<file path="config.mk">
export PLATFORM = sky130hd
export DESIGN_NAME = fetch_unit_flat
export DESIGN_NICKNAME = d
export VERILOG_FILES = /design/src/rtl/fetch_unit_if.sv /design/src/rtl/fetch_unit.sv /design/src/flat_wrapper.sv
export SDC_FILE = /design/constraint.sdc
export NUM_CORES = 1
export LEC_CHECK = 0
export ABC_AREA = 1
export ABC_CLOCK_PERIOD_IN_PS = 2100
export CAP_MARGIN = 5
export CORE_MARGIN = 5
export CORE_UTILIZATION = 47
export DETAILED_ROUTE_END_ITERATION = 7
export GPL_TIMING_DRIVEN = 1
export PLACE_DENSITY = 0.8
export SLEW_MARGIN = 0
export SYNTH_ARGS = -nofsm -noshare
export SYNTH_HDL_FRONTEND = slang
export SYNTH_SLANG_ARGS = --single-unit
</file>
<file path="constraint.sdc">
create_clock -name clk -period 2.1 [get_ports clk]
set_clock_uncertainty 0.15 [all_clocks]
set_input_delay 0.21 -clock clk [delete_from_list [all_inputs] [get_ports clk]]
set_output_delay 0.21 -clock clk [all_outputs]
set_load 0.005 [all_outputs]
</file>
<file path="src/rtl/fetch_unit_if.sv">
// Fetch-stage bus: instruction memory port, decode/control feedback and IF/ID outputs.
// No added latency; just groups the signals.
// No backpressure here; stall/fetch_pc_enable/pc_sel carry the hold controls.
interface fetch_unit_if #(
   parameter int WIDTH    = 16,
   parameter int PC_WIDTH = 32
);
   logic [PC_WIDTH-1:0] imem_addr;
   logic [WIDTH-1:0]    imem_data;
   logic                stall;
   logic                fetch_pc_enable;
   logic [1:0]          pc_sel;
   logic [PC_WIDTH-1:0] pc_jmp;
   logic                pop_pc1;
   logic                pop_pc2;
   logic [WIDTH-1:0]    pop_data;
   logic [WIDTH-1:0]    instruction;
   logic [PC_WIDTH-1:0] if_pc;
   logic [PC_WIDTH-1:0] pc;
   logic                valid;
   logic                imm_word;

   // Fetch unit side
   modport master (
      output imem_addr, instruction, if_pc, pc, valid, imm_word,
      input  imem_data, stall, fetch_pc_enable, pc_sel, pc_jmp,
             pop_pc1, pop_pc2, pop_data
   );

   // Memory / decode / control side
   modport slave (
      input  imem_addr, instruction, if_pc, pc, valid, imm_word,
      output imem_data, stall, fetch_pc_enable, pc_sel, pc_jmp,
             pop_pc1, pop_pc2, pop_data
   );
endinterface

</file>
<file path="src/rtl/fetch_unit.sv">
// Instruction fetch: owns the PC, boots it from memory words 0/1, drives IF/ID.
// Latency: word at address A appears on instruction one cycle after pc=A.
// Backpressure: stall, ~fetch_pc_enable or pc_sel=11 freeze PC and IF/ID; redirects still win.
module fetch_unit #(
   parameter int         WIDTH     = 16,
   parameter int         PC_WIDTH  = 32,
   parameter logic [2:0] IMM_CLASS = 3'b011
) (
   input  logic         clk,
   input  logic         rst,
   fetch_unit_if.master bus
);

   typedef enum logic [1:0] {
      BOOT_HI = 2'd0,
      BOOT_LO = 2'd1,
      RUN     = 2'd2
   } state_t;

   state_t              state;
   logic [PC_WIDTH-1:0] pc_q;
   logic [PC_WIDTH-1:0] if_pc_q;
   logic [WIDTH-1:0]    instruction_q;
   logic [WIDTH-1:0]    pop_hi;
   logic [WIDTH-1:0]    pop_lo;
   logic                valid_q;
   logic                imm_word_q;
   logic                imm_pending;
   logic                hold;

   assign hold = bus.stall | ~bus.fetch_pc_enable;

   assign bus.pc          = pc_q;
   assign bus.if_pc       = if_pc_q;
   assign bus.instruction = instruction_q;
   assign bus.valid       = valid_q;
   assign bus.imm_word    = imm_word_q;

   // Memory address: the two boot words first, then the running PC.
   always_comb begin
      bus.imem_addr = pc_q;
      case (state)
         BOOT_HI: bus.imem_addr = '0;
         BOOT_LO: bus.imem_addr = PC_WIDTH'(1);
         default: bus.imem_addr = pc_q;
      endcase
   end

   // Boot sequencing, PC update, pop capture and the IF/ID register.
   always_ff @(posedge clk) begin
      if (rst) begin
         state         <= BOOT_HI;
         pc_q          <= '0;
         pop_hi        <= '0;
         pop_lo        <= '0;
         imm_pending   <= 1'b0;
         instruction_q <= '0;
         if_pc_q       <= '0;
         valid_q       <= 1'b0;
         imm_word_q    <= 1'b0;
      end else begin
         case (state)
            BOOT_HI: begin
               pc_q[PC_WIDTH-1:WIDTH] <= bus.imem_data;
               state                  <= BOOT_LO;
            end
            BOOT_LO: begin
               pc_q[WIDTH-1:0] <= bus.imem_data;
               state           <= RUN;
            end
            default: begin
               // Pop registers load independently; a redirect this cycle
               // uses the values captured in earlier cycles.
               if (bus.pop_pc1) pop_hi <= bus.pop_data;
               if (bus.pop_pc2) pop_lo <= bus.pop_data;

               if (bus.pc_sel == 2'b01 || bus.pc_sel == 2'b10) begin
                  // Redirect: new PC and flush the wrong-path slot.
                  pc_q          <= (bus.pc_sel == 2'b01) ? bus.pc_jmp : {pop_hi, pop_lo};
                  instruction_q <= '0;
                  valid_q       <= 1'b0;
                  imm_word_q    <= 1'b0;
                  imm_pending   <= 1'b0;
               end else if (!hold && bus.pc_sel == 2'b00) begin
                  instruction_q <= bus.imem_data;
                  if_pc_q       <= pc_q;
                  valid_q       <= 1'b1;
                  pc_q          <= pc_q + PC_WIDTH'(1);
                  // The immediate word itself never arms a new tag, so an
                  // immediate that looks like a two-word opcode is harmless.
                  if (imm_pending) begin
                     imm_word_q  <= 1'b1;
                     imm_pending <= 1'b0;
                  end else begin
                     imm_word_q  <= 1'b0;
                     imm_pending <= (bus.imem_data[WIDTH-1:WIDTH-3] == IMM_CLASS);
                  end
               end
            end
         endcase
      end
   end

endmodule

</file>
<file path="src/flat_wrapper.sv">
// flat-port wrapper written by rule: the top's interface ports become plain ports
module fetch_unit_flat 
#(
   parameter int         WIDTH     = 16,
   parameter int         PC_WIDTH  = 32,
   parameter logic [2:0] IMM_CLASS = 3'b011
)
  (clk, rst, bus_imem_addr, bus_instruction, bus_if_pc, bus_pc, bus_valid, bus_imm_word, bus_imem_data, bus_stall, bus_fetch_pc_enable, bus_pc_sel, bus_pc_jmp, bus_pop_pc1, bus_pop_pc2, bus_pop_data);
  fetch_unit_if #(.WIDTH(WIDTH), .PC_WIDTH(PC_WIDTH)) bus_i ();
  input  logic clk;
  input  logic rst;
  output wire logic [$bits(bus_i.imem_addr)-1:0] bus_imem_addr;
  output wire logic [$bits(bus_i.instruction)-1:0] bus_instruction;
  output wire logic [$bits(bus_i.if_pc)-1:0] bus_if_pc;
  output wire logic [$bits(bus_i.pc)-1:0] bus_pc;
  output wire logic [$bits(bus_i.valid)-1:0] bus_valid;
  output wire logic [$bits(bus_i.imm_word)-1:0] bus_imm_word;
  input wire logic [$bits(bus_i.imem_data)-1:0] bus_imem_data;
  input wire logic [$bits(bus_i.stall)-1:0] bus_stall;
  input wire logic [$bits(bus_i.fetch_pc_enable)-1:0] bus_fetch_pc_enable;
  input wire logic [$bits(bus_i.pc_sel)-1:0] bus_pc_sel;
  input wire logic [$bits(bus_i.pc_jmp)-1:0] bus_pc_jmp;
  input wire logic [$bits(bus_i.pop_pc1)-1:0] bus_pop_pc1;
  input wire logic [$bits(bus_i.pop_pc2)-1:0] bus_pop_pc2;
  input wire logic [$bits(bus_i.pop_data)-1:0] bus_pop_data;
  assign bus_imem_addr = bus_i.imem_addr;
  assign bus_instruction = bus_i.instruction;
  assign bus_if_pc = bus_i.if_pc;
  assign bus_pc = bus_i.pc;
  assign bus_valid = bus_i.valid;
  assign bus_imm_word = bus_i.imm_word;
  assign bus_i.imem_data = bus_imem_data;
  assign bus_i.stall = bus_stall;
  assign bus_i.fetch_pc_enable = bus_fetch_pc_enable;
  assign bus_i.pc_sel = bus_pc_sel;
  assign bus_i.pc_jmp = bus_pc_jmp;
  assign bus_i.pop_pc1 = bus_pop_pc1;
  assign bus_i.pop_pc2 = bus_pop_pc2;
  assign bus_i.pop_data = bus_pop_data;
  fetch_unit #(.WIDTH(WIDTH), .PC_WIDTH(PC_WIDTH), .IMM_CLASS(IMM_CLASS)) u_core (.clk(clk), .rst(rst), .bus(bus_i));
endmodule
</file>
Word level (Yosys, flattened, before mapping) --
Index checks and enable logic that the tools add are counted.
Word-level totals: bits of input ports 72, register bits after elaboration 117
Cells by class: add/subtract/negate cells 1, reduce and logical (&&, ||, !) cells 16, muxes and demuxes 17, bitwise gates (word level) 6, equal/unequal tests 4
Operator list (count):
- 2-to-1 mux 32 bit | 3
- one-hot mux 16 bit (2 select lines) | 2
- one-hot mux 32 bit (2 select lines) | 1
- adder 32 x 1 -> 32 bit, second input constant | 1
- 2-to-1 mux 16 bit | 2
- AND reduction 2 bit | 5
- 2-to-1 mux 1 bit | 8
- nonzero test 3 bit | 2
- inverter 1 bit | 5
- equality test 2 x 1 -> 1 bit, second input constant | 2
- logical NOT 2 bit | 2
- one-hot mux 2 bit (2 select lines) | 1
- nonzero test 2 bit | 2
- equality test 3 x 2 -> 1 bit, second input constant | 1
- AND reduction 3 bit | 1
- equality test 2 bit, second input constant | 1
- OR reduction 2 bit | 1
- logical AND 1 bit | 1
- logical NOT 1 bit | 1
- logical OR 1 bit | 1
- OR 1 bit | 1

Longest topological paths before layout --
word-level depth 7, mapped depth 11, gate-level depth less buffers 10

Worst setup path before layout --
No wires, ideal clock.
path type input to register, from input port bus_pc_sel[0], to register u_core.pc_q[3] (netlist: u_core.bus.pc[3]), path buffers 2, path slack 404 ps, required time 1825 ps, stages 10, data arrival time 1422 ps, cells stage by stage inv_1 ha_1 inv_2 nand2_1 nand2_2 buf_6 nand2_4 buf_6 o211ai_1 a21oi_1
Between the ends: cells in the longest elaborated chain, start to end 4
RTL lines:
- start: declaration | RTL line flat_wrapper.sv:21 | input wire logic [$bits(bus_i.pc_sel)-1:0] bus_pc_sel;
- equality test 2 x 1 -> 1 bit, or another cell as far along | RTL line fetch_unit.sv:77, fetch_unit.sv:79
- 2-to-1 mux 32 bit, or another cell as far along | RTL line fetch_unit.sv:79 | pc_q <= (bus.pc_sel == 2'b01) ? bus.pc_jmp : {pop_hi, pop_lo};
- 2-to-1 mux 32 bit / nonzero test 3 bit (equally long branches)
- one-hot mux 16 bit (2 select lines) / AND reduction 2 bit (equally long branches)
- end signal: indexed assignment | RTL line fetch_unit.sv:64 | pc_q[PC_WIDTH-1:WIDTH] <= bus.imem_data;
- end signal: indexed assignment | RTL line fetch_unit.sv:68 | pc_q[WIDTH-1:0] <= bus.imem_data;
- end signal: assignment | RTL line fetch_unit.sv:79
- end: declaration | RTL line fetch_unit.sv:21 | logic [PC_WIDTH-1:0] pc_q;
Parallel ways exist; a longest one is shown, timed or not. A chain may end at the register's enable or synchronous reset.

Worst setup path in the final report --
from register u_core.state[1], to output port bus_imem_addr[0]
Between the ends: cells in the longest elaborated chain, start to end 2
RTL lines:
- start: declaration | RTL line fetch_unit.sv:20 | state_t state;
- start signal: assignment | RTL line fetch_unit.sv:52 | state <= BOOT_HI;
- start signal: assignment | RTL line fetch_unit.sv:65 | state <= BOOT_LO;
- start signal: assignment | RTL line fetch_unit.sv:69 | state <= RUN;
- equality test 2 x 1 -> 1 bit / logical NOT 2 bit (equally long branches) | RTL line fetch_unit.sv:42 | case (state)
- one-hot mux 32 bit (2 select lines) * | RTL line fetch_unit.sv:42
- end: declaration | RTL line flat_wrapper.sv:12 | output wire logic [$bits(bus_i.imem_addr)-1:0] bus_imem_addr;
Mark *: on every way between the ends. The rest lies on a longest branch, timed or not.

==> metrics <==
std cell rows=roughly 40; Die Height=roughly 120 microns; Worst Path Required=~1700 ps; WL met3=between 2000 and 2500 microns; commonest non-fill, non-tap cells in the layout=195 x nand2_1, 185 x clkdlybuf4s50_1, 126 x inv_1; Post-synth EDFFs=0; Starting Density=0.4812; PwrDens=between 800 and 900 mW/mm^2; met2 wire length=between 9000 and 10000 microns; Final nets=between 1000 and 1500; IO Port Bufs=185; CTS Hold Bufs=0; synth-to-layout area growth=45.77%; top sig layer=met4; Setup-failing EPs final=0; setup bufs post-CTS=0; CTS Root Cell=clkbuf_16; chip width=roughly 120 microns; worst-case clock buffer depth=2; Startpoint Class=flip-flop; top cells by area, synth=dfxtp_1 39%, nand2_1 12%, o21ai_0 10%; placed cell count=1290; layout cells sized above 1=0.06957; Max IR drop VDD=between 600 and 700 uV; Ant. Diodes=0; CTS tree=yes; TritonCTS buffer count=17; vias per cell=roughly 5.4; final wirelength=~22000 microns; outcome=finished clean; die area=0.01529 sq mm; DRC=0; largest net degree at the start of global routing=between 50 and 60; Yosys top cell area share=0.3857; # IOs=between 150 and 200; Slew HR=0.7096; Final Slew Violations=0; combinational share of power=0.220; initial antenna violation count=0; Sw Pwr=just over 2 mW; critical path buffer and inverter count=2; Core Box Area=0.01262 sq mm; Int Power=between 5 and 6 mW; clock power share=0.406; number of cells in the finished layout apart from fillers=1322; Yosys top cell by area=dfxtp_1; Antenna Nets Post-Route=0; fin util=0.7014; Final Hold Viols=0; clk sink count=117; slowest CP cell=clkdlybuf4s50_1; Metal-1 WL=a little under 9000 microns; HP Class=input pin to flip-flop; area occupied by multi-input gates=0.003013 sq mm; CP endpoint kind=primary output; Largest delay share family, worst path=buffers and inverters; sequential cell area fraction in the yosys report=0.3857; cell count after synthesis=roughly 950; WS Path Type=flip-flop to primary output; CTS HTree Levels=4; All-Layer GR Usage=0.2817; unrepaired setup endpoints after global routing=false; crit path cell chain=buf_12 > a21oi_1 > clkdlybuf4s50_1; Period Utilization, post-route=0.9842; Sw Share=0.2822; half-perimeter wire length after placement=approximately 16000 microns; FILL cells=1087; Register Area=0.002347 sq mm; Most used DFF post-synth=dfxtp_1; Max Cap Viol=0; crit path max fanout=21; asr flop ratio synth=0; fin crit period=2067 ps; commonest non-fill, non-tap cell in the layout=nand2_1; GPL Wtd Cong=around 0.94; clk_lat worst skew=around 420 ps; Worst-Margin Slew=around 440 ps; GR Overflow Total=0; Syn Std Cell Area=0.006072 sq mm; Lkg Pwr=3.764 nW; clk slew on worst S/H paths=around 60 ps; Flop pwr share=0.374; Iter 0 DRT Violations=~700; YS warnings=0; Max Clock Freq=roughly 0.48 GHz; first-pass GRT wire length=33190 microns; Largest stage delay, worst path=~560 ps; syn_area_per_cell=6.405 sq um; WP data arrival=around 1700 ps; vias=7086; Min Hold Slack=~230 ps; vias in the first global route=6512; syn_nets=between 1000 and 1500; Yosys reg bits=about 120; Routed WL per cell=approximately 16 microns; count of cell types in the netlist=27; Detailed Routing Iterations Pass 1=6
power groups by stage:
stage	clock network [mW]	registers (mW)	logic, mW
floorplan	0	2.64	0.713
global placement	0	2.69	1.51
detailed placement	0	2.70	1.54
CTS	2.91	2.66	1.55
global route	3.02	2.69	1.71
finish	2.90	2.67	1.57
sequential cells by signal, summed over array words and instances, names as in the netlist:
name,count
u_core.bus.if_pc,32
u_core.bus.imm_word,1
u_core.bus.instruction,16
u_core.bus.pc,32
u_core.bus.valid,1
u_core.imm_pending,1
u_core.pop_hi,16
u_core.pop_lo,16
u_core.state,2
metrics by stage:
step | cell area, sq um | total power [mW] | worst slack (ps) | setup TNS, ps
5_1_grt | 8851 | 7.424 | 7.133 | 0
3_5_place_dp | 8235 | 4.233 | -120.1 | -4698
6_report | 8851 | 7.140 | 33.17 | 0
3_3_place_gp | 8235 | 4.206 | -73.19 | -1764
2_1_floorplan | 6072 | 3.350 | 403.9 | 0
4_1_cts | 8842 | 7.123 | 7.851 | 0
final timing paths:
path / start / depth (start not counted) / to / slack, ps
hold / removal: bus_imem_data[3] / 3 / u_core.bus.instruction[3] / 230
setup / recovery: u_core.state[1] / 3 / bus_imem_addr[0] / 30
setup reg to reg: u_core.bus.pc[0] / 9 / u_core.bus.pc[22] / 140
hold reg to reg: u_core.pop_hi[1] / 2 / u_core.pop_hi[1] / 290
logic make-up (layout without fill, tap and decap cells):
logic type	after synthesis	in the layout	share of synthesized area
buffers and inverters	179	381	0.1181
xor gates and xnor gates	1	1	0.001443
AOI/OAI and AO/OA	277	277	0.2380
DFF	117	117	0.3857
and+or+nand+nor	371	371	0.2506
adders and majority gates	3	3	0.006182
worst register-to-register path: stages (launching register included):
cell	delay, ps
dfxtp_2	380
ha_1	210
nand2_1	90
nor2_2	170
nand2_1	160
nor2_2	280
nand2_1	100
nand2_1	90
nand3_1	120
a21oi_1	150
cell usage after synthesis, types with 2 or more instances:
master / instances
a21oi_1: 122
buf_2: 18
buf_6: 3
clkbuf_1: 29
dfxtp_1: 117
ha_1: 3
inv_1: 126
inv_2: 2
nand2_1: 195
nand2_2: 3
nand3_1: 55
nor2_1: 103
nor2_2: 8
nor2_4: 2
o211ai_1: 9
o21ai_0: 125
o21ai_1: 10
o21bai_1: 9
repair_timing:
| action | CTS | global route |
|---|---|---|
| setup endpoints to repair | 32 | 33 |
| gates resized for setup | 4 | 3 |
| hold endpoints to repair | 0 | 0 |
per-layer routing:
| metal | vias to the layer above | global-route usage |
|---|---|---|
| li1 | 3434 | - |
| met1 | 3151 | 0.3618 |
| met2 | 435 | 0.4488 |
| met3 | 66 | 0.06449 |
| met4 | 0 | 0.1315 |
| met5 | - | 0 |
layout make-up:
| type | instances | share of cell area |
|---|---|---|
| well taps | 172 | 0.02431 |
| inverters | 128 | 0.05428 |
| clock buffers | 30 | 0.06036 |
| multi-input cells | 652 | 0.3404 |
| flip-flops and latches | 117 | 0.2652 |
| clock inverters | 2 | 0.006785 |
| repair buffers | 221 | 0.2487 |
No activity file was read; power rests on OpenSTA's default activity.
==> edit 1: new RTL, config.mk and constraints unchanged <==
Reset style: asynchronous (`rst`), changed in one clocked block.
--- a/src/rtl/fetch_unit.sv
+++ b/src/rtl/fetch_unit.sv
@@ -47,7 +47,7 @@
    end
 
    // Boot sequencing, PC update, pop capture and the IF/ID register.
-   always_ff @(posedge clk) begin
+   always_ff @(posedge clk or posedge rst) begin
       if (rst) begin
          state         <= BOOT_HI;
          pc_q          <= '0;
Formal check against the unedited RTL: differs if rst is asserted again (counterexample within 4 cycles, from zero or initial values and one cycle with rst high); with rst held inactive, the same outputs for 4 cycles.
==> edit 1 against the original RTL <==
Sequential cell count unchanged. Clock power increased by 11%. Power increased by 32%. Routed wire length increased by 3.9%. Synthesized area increased by 7.3%. Worst setup slack improved by 0.036 ns. Count of clock-buffer cells in the layout decreased by 7. Utilization decreased by 0.18 points. Highest routed layer unchanged. Critical endpoint is now bus_imem_addr[17]. Final area increased by 8.4%. Final cell count increased by 2.9%.
==> edit 1: results (changes against the original RTL) <==
CP Launch Point u_core.state[1] (unchanged); CP Max Fanout 27 (was 21); r2r startpoint u_core.bus.pc[0] (unchanged); vias 7139 (was 7086); actual slew at the worst max-slew pin 0.367 ns (was 0.435 ns); critical path arrival 1.67 ns (was 1.71 ns); yosys warns 0 (unchanged); Area contributors post-synth dfrtp_1 (45%), nand2_1 (20%), inv_1 (7.5%), o21ai_0 (6.1%), nand3_1 (4.4%) (was dfxtp_1 (39%), nand2_1 (12%), o21ai_0 (10%), a21oi_1 (10%), inv_1 (7.8%)); most frequent cells after synthesis nand2_1 (347), inv_1 (130), dfrtp_1 (117), o21ai_0 (79), nor2_1 (71) (was nand2_1 (195), inv_1 (126), o21ai_0 (125), a21oi_1 (122), dfxtp_1 (117)); delay-heaviest family, CP buffers and inverters (unchanged); Starting DRT DRC Count 792 (was 717); Vias per Instance 5.25 (was 5.36); largest net degree at the start of global routing 61 (was 56); initial antenna violation count 0 (unchanged); dominant synthesized flop cell dfrtp_1 (was dfxtp_1); Worst R2R Path Depth 9 (unchanged); H-tree depth 4 (unchanged); Critical-path top delay cell clkdlybuf4s50_1 (unchanged); first-pass GRT wire length 35200 um (was 33200 um); GP Congestion 0.960 (was 0.945); CTS Root Cell clkbuf_16 (unchanged); port buffer count 185 (unchanged); Total GRT Usage 0.276 (was 0.282); post-synth cell types 29 (was 27); Mapped Cells 949 (was 948); # diodes 0 (unchanged); HP Class input pin to asynchronous set/reset pin (was input pin to flip-flop); Net Count, Synth 1024 (was 1023); Num CTS Buffers 17 (unchanged); worst ir drop on vdd 0.000497 V (was 0.000606 V); peak per-stage delay on the critical path 0.50 ns (was 0.56 ns); Synth async-reset ratio 1.00 (was 0); routed len/inst 16.6 um (was 16.4 um); vias in the first global route 6715 (was 6512); Int Pwr 6510 uW (was 5130 uW); Hold Fails Final Rpt 0 (unchanged); share of layout cells above drive strength 1 0.0924 (was 0.0696); Max Buffers Root-to-Sink 2 (unchanged); HPWL Detailed 17300 um (was 16200 um); P_leak 0.00479 uW (was 0.00376 uW); status finished clean (unchanged); Nets 1242 (was 1212); clk_lat worst skew 0.42 ns (about the same); Post-CTS Setup Bufs 0 (unchanged); TritonRoute pass-1 iters 5 (was 6); post-synthesis sequential area ratio 0.449 (was 0.386); Placed Cells 1328 (was 1290); Worst-path clk slew 0.05 ns
## edit 1: cell types whose count changed after synthesis, sizes merged, moves of 7 or more
cell	change
a21oi	-95
dfrtp	+117
dfxtp	-117
nand2	+149
nor2	-38
o21ai	-17
o21bai	-9
o22ai	+7
## edit 1: power by group through the flow
| stage | Sequential, uW | Clock [uW] | Combinational (uW) |
|---|---|---|---|
| 2_1_floorplan | 3130 | 0 | 1150 |
| 3_3_place_gp | 3200 | 0 | 2920 |
| 3_5_place_dp | 3200 | 0 | 2980 |
| 4_1_cts | 3170 | 3220 | 3000 |
| 5_1_grt | 3250 | 3330 | 3270 |
| 6_report | 3190 | 3210 | 3000 |
## edit 1: cell families (layout without fill, tap and decap cells)
group                    after synthesis  in the layout  share of synthesized area
AO/OA/AOI/OAI                        167            167                      0.140
adder cells (fa/ha/maj)                3              3                    0.00576
buffers and inverters                175            406                      0.108
flip-flops                           117            117                      0.449
AND/OR/NAND/NOR                      487            487                      0.297
## edit 1: timing repair
item                       in CTS  in global routing
hold endpoints to repair        0                  0
pin swaps                       0                  0
resized for setup               6                 13
setup endpoints to repair      28                 16
## edit 1: final timing paths
path	to	slack [ns]
setup / recovery	bus_imem_addr[17]	0.07
hold / removal	u_core.bus.instruction[13]	0.09
setup reg to reg	u_core.bus.pc[15]	0.10
hold reg to reg	u_core.bus.instruction[3]	0.33
max in group asynchronous	u_core.bus.pc[4]	1.39
min in group clk	u_core.pop_hi[7]	0.21
## edit 1: area by class of cell
| class | count | area, um2 |
|---|---|---|
| clock buffers | 23 | 478 |
| clock inverters | 9 | 173 |
| fillers | 1078 | 4120 |
| inverters | 134 | 509 |
| multi-input cells | 657 | 2910 |
| flip-flops and latches | 117 | 2930 |
| well taps | 180 | 225 |
| repair buffers | 240 | 2380 |
## edit 1: routing by layer
layer	track usage	wire (um)	vias to the layer above
met4	0.127	797	0
met2	0.427	10200	413
met1	0.372	9130	3262
li1	-	-	3411
met5	0	0	-
met3	0.0592	2410	53
## edit 1: per-stage QoR
stage,setup slack [ns],cell area (um2),utilization
global placement,-0.100,8890,0.648
global route,0.00857,9600,0.700
CTS,0.0224,9560,0.697
detailed placement,-0.0924,8890,0.648
finish,0.0696,9600,0.700
floorplan,0.313,6520,-
## edit 1: worst min-delay path: stages
cell and delay, ns:
clkdlybuf4s50_1 0.44, clkinvlp_4 0.13, buf_12 0.27
==> edit 2: new RTL, config.mk and constraints unchanged <==
Without the edit above. Encoding of `state_t`: now one-hot (3 bits for 3 states).
--- a/src/rtl/fetch_unit.sv
+++ b/src/rtl/fetch_unit.sv
@@ -11,10 +11,10 @@
    fetch_unit_if.master bus
 );
 
-   typedef enum logic [1:0] {
-      BOOT_HI = 2'd0,
-      BOOT_LO = 2'd1,
-      RUN     = 2'd2
+   typedef enum logic [2:0] {
+      BOOT_HI = 3'b001,
+      BOOT_LO = 3'b010,
+      RUN     = 3'b100
    } state_t;
 
    state_t              state;
Formal check against the unedited RTL: no difference found for any inputs over 4 cycles, from zero or initial values and one cycle with rst high; so few cycles prove little.
==> edit 2 against the original RTL <==
Largest power group is now combinational logic. Power up 19%. Clock power is 10% lower. Sequential cell count is 1 higher. Synthesized area increased by 4.9%. Final area is 2.3% higher. First-iteration DRC count grew 5.3%. Routed wire length shrank 0.56%. Worst setup slack gained 0.067 ns.
==> edit 2: results (changes against the original RTL) <==
Min-Delay Endpoint u_core.bus.instruction[6] (was u_core.bus.instruction[3]); yosys warns 0 (unchanged); P_leak 0.00357 uW (was 0.00376 uW); RR Endpoint u_core.bus.pc[18] (was u_core.bus.pc[22]); largest net degree at the start of global routing 86 (was 56); Area contributors post-synth dfxtp_1 (37%), nand2_1 (15%), a21oi_1 (10%), nor2_1 (7.4%), a211oi_2 (6.1%) (was dfxtp_1 (39%), nand2_1 (12%), o21ai_0 (10%), a21oi_1 (10%), inv_1 (7.8%)); vias 7114 (was 7086); Sw Pwr 2920 uW (was 2010 uW); HPWL Detailed 16200 um (about the same); Fin Hold WS 0.259 ns (was 0.227 ns); H-tree depth 4 (unchanged); clk_lat worst skew 0.42 ns (about the same); fin worst setup slack 0.101 ns (was 0.0332 ns); post-synth cell types 30 (was 27); Nets 1218 (was 1212); worst ir drop on vdd 0.000615 V (was 0.000606 V); GP Congestion 0.968 (was 0.945); vias in the first global route 6533 (was 6512); Routed WL 21600 um (was 21700 um); CP Max Fanout 32 (was 21); share of layout cells above drive strength 1 0.112 (was 0.0696); Net Count, Synth 1032 (was 1023); CP Launch Point u_core.state[0] (was u_core.state[1]); placed inst area 0.00847 mm2 (was 0.00824 mm2); Critical-path top delay cell dfxtp_1 (was clkdlybuf4s50_1); status finished clean (unchanged); Starting DRT DRC Count 755 (was 717); most frequent cells after synthesis nand2_1 (255), a21oi_1 (133), nor2_1 (126), dfxtp_1 (118), inv_1 (75) (was nand2_1 (195), inv_1 (126), o21ai_0 (125), a21oi_1 (122), dfxtp_1 (117)); CTS Root Cell clkbuf_16 (unchanged); CP endpoint bus_imem_addr[14] (was bus_imem_addr[0]); Vias per Instance 5.35 (was 5.36); DP Worst Slack -0.140 ns (was -0.120 ns); peak per-stage delay on the critical path 0.32 ns (was 0.56 ns); post-synthesis sequential area ratio 0.371 (was 0.386); actual slew at the worst max-slew pin 0.552 ns (was 0.435 ns); Mapped Cells 957 (was 948); Total GRT Usage 0.266 (was 0.282); Worst R2R Path Depth 11 (was 9); HP Start bus_imem_data[6] (was bus_imem_data[3]); hold depth 3 (unchanged); Placed Cells 1291 (was 1290); first-pass GRT wire length 34000 um (was 33200 um); reg2reg setup slack 0.17 ns (was 0.14 ns)
==> edit 2: cell types whose count changed after synthesis, moves of 9 or more <==
cell and delta:
a211oi_2 +31, a21oi_1 +11, buf_4 +13, inv_1 -51, nand2_1 +60, nand3_1 +11
nor2_1 +23, o21ai_0 -81, o21bai_1 -9
==> edit 2: layout make-up <==
cell class	count	area (um2)
repair buffers	225	2210
flip-flops and latches	118	2360
clock inverters	4	20.0
inverters	81	309
fillers	1172	4180
well taps	176	220
multi-input cells	700	3430
clock buffers	26	509
==> edit 2: timing repair <==
item | in CTS | in global routing
endpoints found under the setup margin | 32 | 13
pin swaps | 0 | 5
gates resized for setup | 35 | 7
hold buffers | 1 | 0
hold endpoints to repair | 13 | 0
buffers inserted | 0 | 8
==> edit 2: power groups by stage <==
stage | clock [uW] | combinational (uW) | sequential, uW
after detailed placement | 0 | 2970 | 2940
after global routing | 2740 | 3270 | 2960
after CTS | 2630 | 2930 | 2900
after global placement | 0 | 2910 | 2940
after floorplan | 0 | 1630 | 2890
final | 2610 | 2970 | 2910
==> edit 2: per-layer routing <==
| metal | global-route usage | vias to the layer above | part of all wire |
|---|---|---|---|
| met5 | 0 | - | 0 |
| met4 | 0.129 | 0 | 0.042 |
| met3 | 0.0652 | 65 | 0.092 |
| met2 | 0.406 | 345 | 0.45 |
| met1 | 0.351 | 3211 | 0.41 |
| li1 | - | 3493 | - |
==> edit 2: cell families (layout without fill, tap and decap cells) <==
logic type | after synthesis | count (layout) | synth area share
AO/OA/AOI/OAI | 230 | 230 | 0.225
adder cells (fa/ha/maj) | 3 | 3 | 0.00589
buffers and inverters | 139 | 336 | 0.0943
flip-flops | 118 | 118 | 0.371
AND/OR/NAND/NOR | 467 | 467 | 0.304
